**src/rtl/axi_line_writer_pkg.sv**
```systemverilog
// Shared encodings for the cache write-side AXI back end.
package axi_line_writer_pkg;

    localparam logic [2:0] WR_TYPE_BYTE = 3'b000;
    localparam logic [2:0] WR_TYPE_HALF = 3'b001;
    localparam logic [2:0] WR_TYPE_WORD = 3'b010;
    localparam logic [2:0] WR_TYPE_LINE = 3'b100;

    localparam logic [1:0] AXI_BURST_INCR = 2'b01;
    localparam logic [2:0] AXI_SIZE_4B    = 3'b010;
    localparam logic [1:0] AXI_RESP_OKAY  = 2'b00;
    localparam logic [7:0] AXI_LEN_LINE   = 8'd3;

    typedef enum logic [1:0] {
        ST_IDLE = 2'd0,
        ST_AW   = 2'd1,
        ST_W    = 2'd2,
        ST_B    = 2'd3
    } state_e;

endpackage

```
**src/rtl/axi_line_writer.sv**
```systemverilog
// One-entry write buffer that turns a cache line eviction or uncached store
// into a single AXI write burst, plus a line-address hazard check for reads.
module axi_line_writer
    import axi_line_writer_pkg::*;
#(
    parameter logic [3:0] AXI_ID = 4'd1
) (
    input  logic         clk,
    input  logic         resetn,
    input  logic         wr_req,
    input  logic [2:0]   wr_type,
    input  logic [31:0]  wr_addr,
    input  logic [3:0]   wr_wstrb,
    input  logic [127:0] wr_data,
    output logic         wr_rdy,
    input  logic [31:0]  chk_addr,
    output logic         chk_hit,
    output logic [3:0]   awid,
    output logic [31:0]  awaddr,
    output logic [7:0]   awlen,
    output logic [2:0]   awsize,
    output logic [1:0]   awburst,
    output logic [1:0]   awlock,
    output logic [3:0]   awcache,
    output logic [2:0]   awprot,
    output logic         awvalid,
    input  logic         awready,
    output logic [3:0]   wid,
    output logic [31:0]  wdata,
    output logic [3:0]   wstrb,
    output logic         wlast,
    output logic         wvalid,
    input  logic         wready,
    input  logic [3:0]   bid,
    input  logic [1:0]   bresp,
    input  logic         bvalid,
    output logic         bready,
    output logic         bresp_err
);

    state_e         state_q, state_d;
    logic           valid_q, valid_d;
    logic [2:0]     type_q, type_d;
    logic [31:0]    addr_q, addr_d;
    logic [3:0]     wstrb_q, wstrb_d;
    logic [127:0]   data_q, data_d;
    logic [1:0]     beat_q, beat_d;
    logic           bresp_err_q, bresp_err_d;
    logic           is_line;

    // Response ID carries no information for a single-outstanding master.
    logic unused_bid;
    assign unused_bid = ^bid;

    always_ff @(posedge clk or negedge resetn) begin
        if (!resetn) begin
            state_q     <= ST_IDLE;
            valid_q     <= 1'b0;
            type_q      <= 3'd0;
            addr_q      <= 32'd0;
            wstrb_q     <= 4'd0;
            data_q      <= 128'd0;
            beat_q      <= 2'd0;
            bresp_err_q <= 1'b0;
        end else begin
            state_q     <= state_d;
            valid_q     <= valid_d;
            type_q      <= type_d;
            addr_q      <= addr_d;
            wstrb_q     <= wstrb_d;
            data_q      <= data_d;
            beat_q      <= beat_d;
            bresp_err_q <= bresp_err_d;
        end
    end

    always_comb begin
        state_d     = state_q;
        valid_d     = valid_q;
        type_d      = type_q;
        addr_d      = addr_q;
        wstrb_d     = wstrb_q;
        data_d      = data_q;
        beat_d      = beat_q;
        bresp_err_d = 1'b0;
        case (state_q)
            ST_IDLE: begin
                if (wr_req) begin
                    valid_d = 1'b1;
                    type_d  = wr_type;
                    addr_d  = wr_addr;
                    wstrb_d = wr_wstrb;
                    data_d  = wr_data;
                    beat_d  = 2'd0;
                    state_d = ST_AW;
                end
            end
            ST_AW: begin
                if (awready) begin
                    state_d = ST_W;
                end
            end
            ST_W: begin
                if (wready) begin
                    if (wlast) begin
                        state_d = ST_B;
                    end else begin
                        beat_d = beat_q + 2'd1;
                    end
                end
            end
            ST_B: begin
                if (bvalid) begin
                    state_d     = ST_IDLE;
                    valid_d     = 1'b0;
                    bresp_err_d = (bresp != AXI_RESP_OKAY);
                end
            end
            default: state_d = ST_IDLE;
        endcase
    end

    assign is_line = (type_q == WR_TYPE_LINE);

    assign wr_rdy    = (state_q == ST_IDLE);
    assign chk_hit   = valid_q && (addr_q[31:4] == chk_addr[31:4]);
    assign bresp_err = bresp_err_q;

    // All channel payload is taken from registers so it cannot glitch with ready.
    assign awid    = AXI_ID;
    assign awaddr  = is_line ? {addr_q[31:4], 4'h0} : addr_q;
    assign awlen   = is_line ? AXI_LEN_LINE : 8'd0;
    assign awsize  = is_line ? AXI_SIZE_4B : {1'b0, type_q[1:0]};
    assign awburst = AXI_BURST_INCR;
    assign awlock  = 2'b00;
    assign awcache = 4'h0;
    assign awprot  = 3'h0;
    assign awvalid = (state_q == ST_AW);

    assign wid    = AXI_ID;
    assign wdata  = data_q[{beat_q, 5'd0} +: 32];
    assign wstrb  = is_line ? 4'hf : wstrb_q;
    assign wlast  = (state_q == ST_W) && ({6'd0, beat_q} == awlen);
    assign wvalid = (state_q == ST_W);

    assign bready = (state_q == ST_B);

endmodule
```
**config.mk**
```make
export PLATFORM = sky130hd
export DESIGN_NAME = axi_line_writer
export DESIGN_NICKNAME = d
export VERILOG_FILES = /design/src/rtl/axi_line_writer_pkg.sv /design/src/rtl/axi_line_writer.sv
export SDC_FILE = /design/constraint.sdc
export NUM_CORES = 1
export LEC_CHECK = 0
export CORE_MARGIN = 4
export CORE_UTILIZATION = 46
export CTS_BUF_LIST = sky130_fd_sc_hd__clkbuf_8
export DETAILED_ROUTE_END_ITERATION = 12
export GPL_ROUTABILITY_DRIVEN = 0
export HOLD_SLACK_MARGIN = 0.15
export PLACE_DENSITY = 0.84
export SLEW_MARGIN = 20
export SYNTH_ARGS = -nofsm -noshare
export SYNTH_HDL_FRONTEND = slang
export SYNTH_SLANG_ARGS = --single-unit
export TNS_END_PERCENT = 10
```
**constraint.sdc**
```tcl
create_clock -name clk -period 1.8 [get_ports clk]
set_input_delay 0.18 -clock clk [delete_from_list [all_inputs] [get_ports clk]]
set_output_delay 0.18 -clock clk [all_outputs]
set_load 0.005 [all_outputs]
```
==> impl_metrics.csv <==
group,metric,value,unit
critical_path,r2r_end,"state_q[1]",
timing,hold-worst-slack,0.302,ns
layout,fin_area,0.0118,mm²
timing,fin_crit,2.11,ns
critical_path,cp.arrival,1.93,ns
floorplanning,dieArea,0.0200,mm²
critical_path,r2r_setup_slack,-0.11,ns
global_route,grt_max_degree,56,
timing,worst_pin_slew,0.548,ns
critical_path,required,1.62,ns
route,wl,21200,µm
timing,max_freq,474,MHz
route,vias,5488,
layout,final_cell_mix,"233 x clkdlybuf4s50_1, 168 x dfrtp_1, 167 x mux2_2",
route,vias_per_cell,5.05,
yosys,ys.flop_type,"dfrtp_1",
yosys,synth_warnings,0,
power_and_ir_drop,p_leak,5.03,nW
power_and_ir_drop,sw_frac_of_total,30.3,%
timing,setup_viol,38,
layout,areaGrowthSynthToFinish,44.0,%
yosys,syn_area_per_cell,15.0,µm²
timing,fin_crit_sh,117,%
yosys,ys_types,36,
layout,nets,1064,
global_route,antenna_found_initial,0,
power_and_ir_drop,power.switching,5.41,mW
critical_path,r2r_start,"beat_q[0]",
cts,cts_tree,"yes",
critical_path,crit_path_end,"wdata[24]",
cts,clk_pin_slew_worst_paths,0.09,ns
cts,cts_buffers,17,
placement,place_hpwl,16300,µm
placement,numPortBuffers,281,
layout,antenna_cells,0,
run_status,violations,"negative setup slack",
layout,layout_commonest_cell,"clkdlybuf4s50_1",
timing,rsz0062_at_grt,"yes",
floorplanning,row_count,48,
floorplanning,pin_count,316,
power_and_ir_drop,power.density,1510,mW/mm²
cts,h-tree-depth,4,
critical_path,reg2reg_depth,8,
floorplanning,die_w,141,µm
floorplanning,initial_core_util,47.1,%
route,drc_errors,0,
critical_path,path_class,"flop to output pin",
yosys,synth.ff_latch_count,173,
route,dr.pass1.iters,4,
placement,dpl_cell_area,0.0113,mm²
power_and_ir_drop,p_int,12.4,mW
global_route,grt_first_pass_wirelength,32700,µm
critical_path,crit_path_max_fanout,4,
hold_path,hp-class,"input pin to async pin",
critical_path,end_kind,"output pin",
global_route,track_usage,21.3,%
yosys,synth_cells,545,
yosys,syn_area,0.00818,mm²
route,drtAntennaViolNets,0,
floorplanning,core_area,0.0174,mm²
floorplanning,die_h,141,µm
timing,slew_violations,0,
power_and_ir_drop,p_seq_share,39.4,%
global_route,grt-ovfl-total,0,
critical_path,cp-start-kind,"flop",
power_and_ir_drop,ir_worst_vdd,986,µV
global_route,grt_pass1_vias,6153,
yosys,synth_edf_count,0,
timing,fin_ws,-0.309,ns
run_status,status,"finished, violations left",
layout,drive_gt1_share,41.3,%
cts,cts_root_buf,"clkbuf_8",
timing,setup_tns,-5.67,ns
route,dr.first_iter.drc_count,186,
cts,clockBufferDepth,2,
power_and_ir_drop,p_comb_share,45.6,%
route,drt-wirelength-per-cell,19.5,µm
yosys,synthArstFlopShare,100,%
cts,clk_latency,0.44,ns
timing,slew_headroom,63.4,%
yosys,ys_seq_area_share,52.9,%
timing,finClkSkew,0.00830,ns
critical_path,critPathLaunch,"beat_q[0]",
timing,final-hold-violation-count,0,
power_and_ir_drop,power.share.clock,15.0,%
job,cap_violations,0,
cts,clock_sinks,173,
## layer usage
layer	track usage (%)	part of all wire, %	wire, µm
met1	24.8	38	8140
met5	0	0	0
met3	5.02	5.5	1170
met4	9.03	3.4	729
met2	37.5	53	11200
## area by class of cell
| class | count | area, µm² |
|---|---|---|
| fill | 1203 | 5580 |
| sequential | 173 | 4340 |
| multi-input combinational | 307 | 3420 |
| timing repair buffer | 344 | 3320 |
| clock buffer | 21 | 289 |
| tap | 225 | 282 |
| clock inverter | 11 | 109 |
| inverter | 5 | 18.8 |
## flip-flops by register name (all words and copies together), names as in the netlist
signal / flops
bresp_err: 1
state_q: 2
addr_q: 32
valid_q: 1
wstrb_q: 4
beat_q: 2
type_q: 3
data_q: 128
## Yosys cell counts, types with 2 or more instances
cell	n	area share [%]
dfrtp_1	173	53
mux2_2	167	23
buf_4	59	5.4
mux4_2	32	8.8
xor2_1	19	2.0
buf_2	17	1.0
xnor2_1	9	0.96
buf_6	5	0.69
ha_1	5	0.76
inv_1	5	0.23
nor4_1	5	0.38
nand2_1	4	0.18
nor2_1	4	0.18
nor2b_1	4	0.31
or2_2	4	0.31
clkbuf_1	3	0.14
nand2b_1	3	0.23
nand4_1	3	0.23
o21ai_0	3	0.18
a21oi_1	2	0.12
conb_1	2	0.092
nand3_1	2	0.12
nor3_1	2	0.12
## cells by family after synthesis
logic type                 share of synthesized area (%)
AOI/OAI and AO/OA                                   1.04
adders and majority gates                          0.765
muxes                                               32.1
DFF                                                 52.9
and+or+nand+nor                                     2.55
xor gates and xnor gates                            3.00
buffers and inverters                               7.51
other                                             0.0918
## worst min-delay path by stage
stage | slack (ns) | from | cells after the start | endpoint
floorplan | -0.12 | resetn | 0 | addr_q[0]
global placement | 0.18 | resetn | 1 | addr_q[23]
detailed placement | 0.19 | resetn | 1 | addr_q[3]
CTS | 0.26 | resetn | 2 | addr_q[3]
global route | 0.31 | wr_addr[26] | 2 | addr_q[26]
finish | 0.30 | resetn | 2 | wstrb_q[1]
## per-stage QoR
stage / std cells / worst slack [ns] / total power [mW] / utilization [%]
3_5_place_dp: 1041 / -0.551 / 15.4 / 65.0
2_1_floorplan: 569 / 0.163 / 11.5 / -
3_3_place_gp: 1041 / -0.516 / 14.9 / 65.0
6_report: 1086 / -0.309 / 17.8 / 67.9
5_1_grt: 1086 / -0.440 / 19.0 / 67.9
4_1_cts: 1083 / -0.426 / 17.9 / 67.9
## worst max-delay path: stages (launching register included)
cell and delay, ns:
dfrtp_2 0.43, bufbuf_16 0.28, mux4_2 0.50, dlygate4sd2_1 0.28
## what timing repair did
action                                 CTS  global route
gates cloned                             2             0
resized for setup                      134            55
setup buffers                            7             5
pin swaps                                3             3
setup endpoints to repair               49            47
hold buffers                             1             0
endpoints found under the hold margin  148             0
## power by group through the flow
stage	combinational [mW]	sequential [mW]	clock, mW
2_1_floorplan	4.87	6.67	0
3_3_place_gp	8.04	6.89	0
3_5_place_dp	8.32	7.09	0
4_1_cts	8.14	7.01	2.75
5_1_grt	8.76	7.26	2.94
6_report	8.13	7.03	2.68
(Power assumes the default switching activity.)
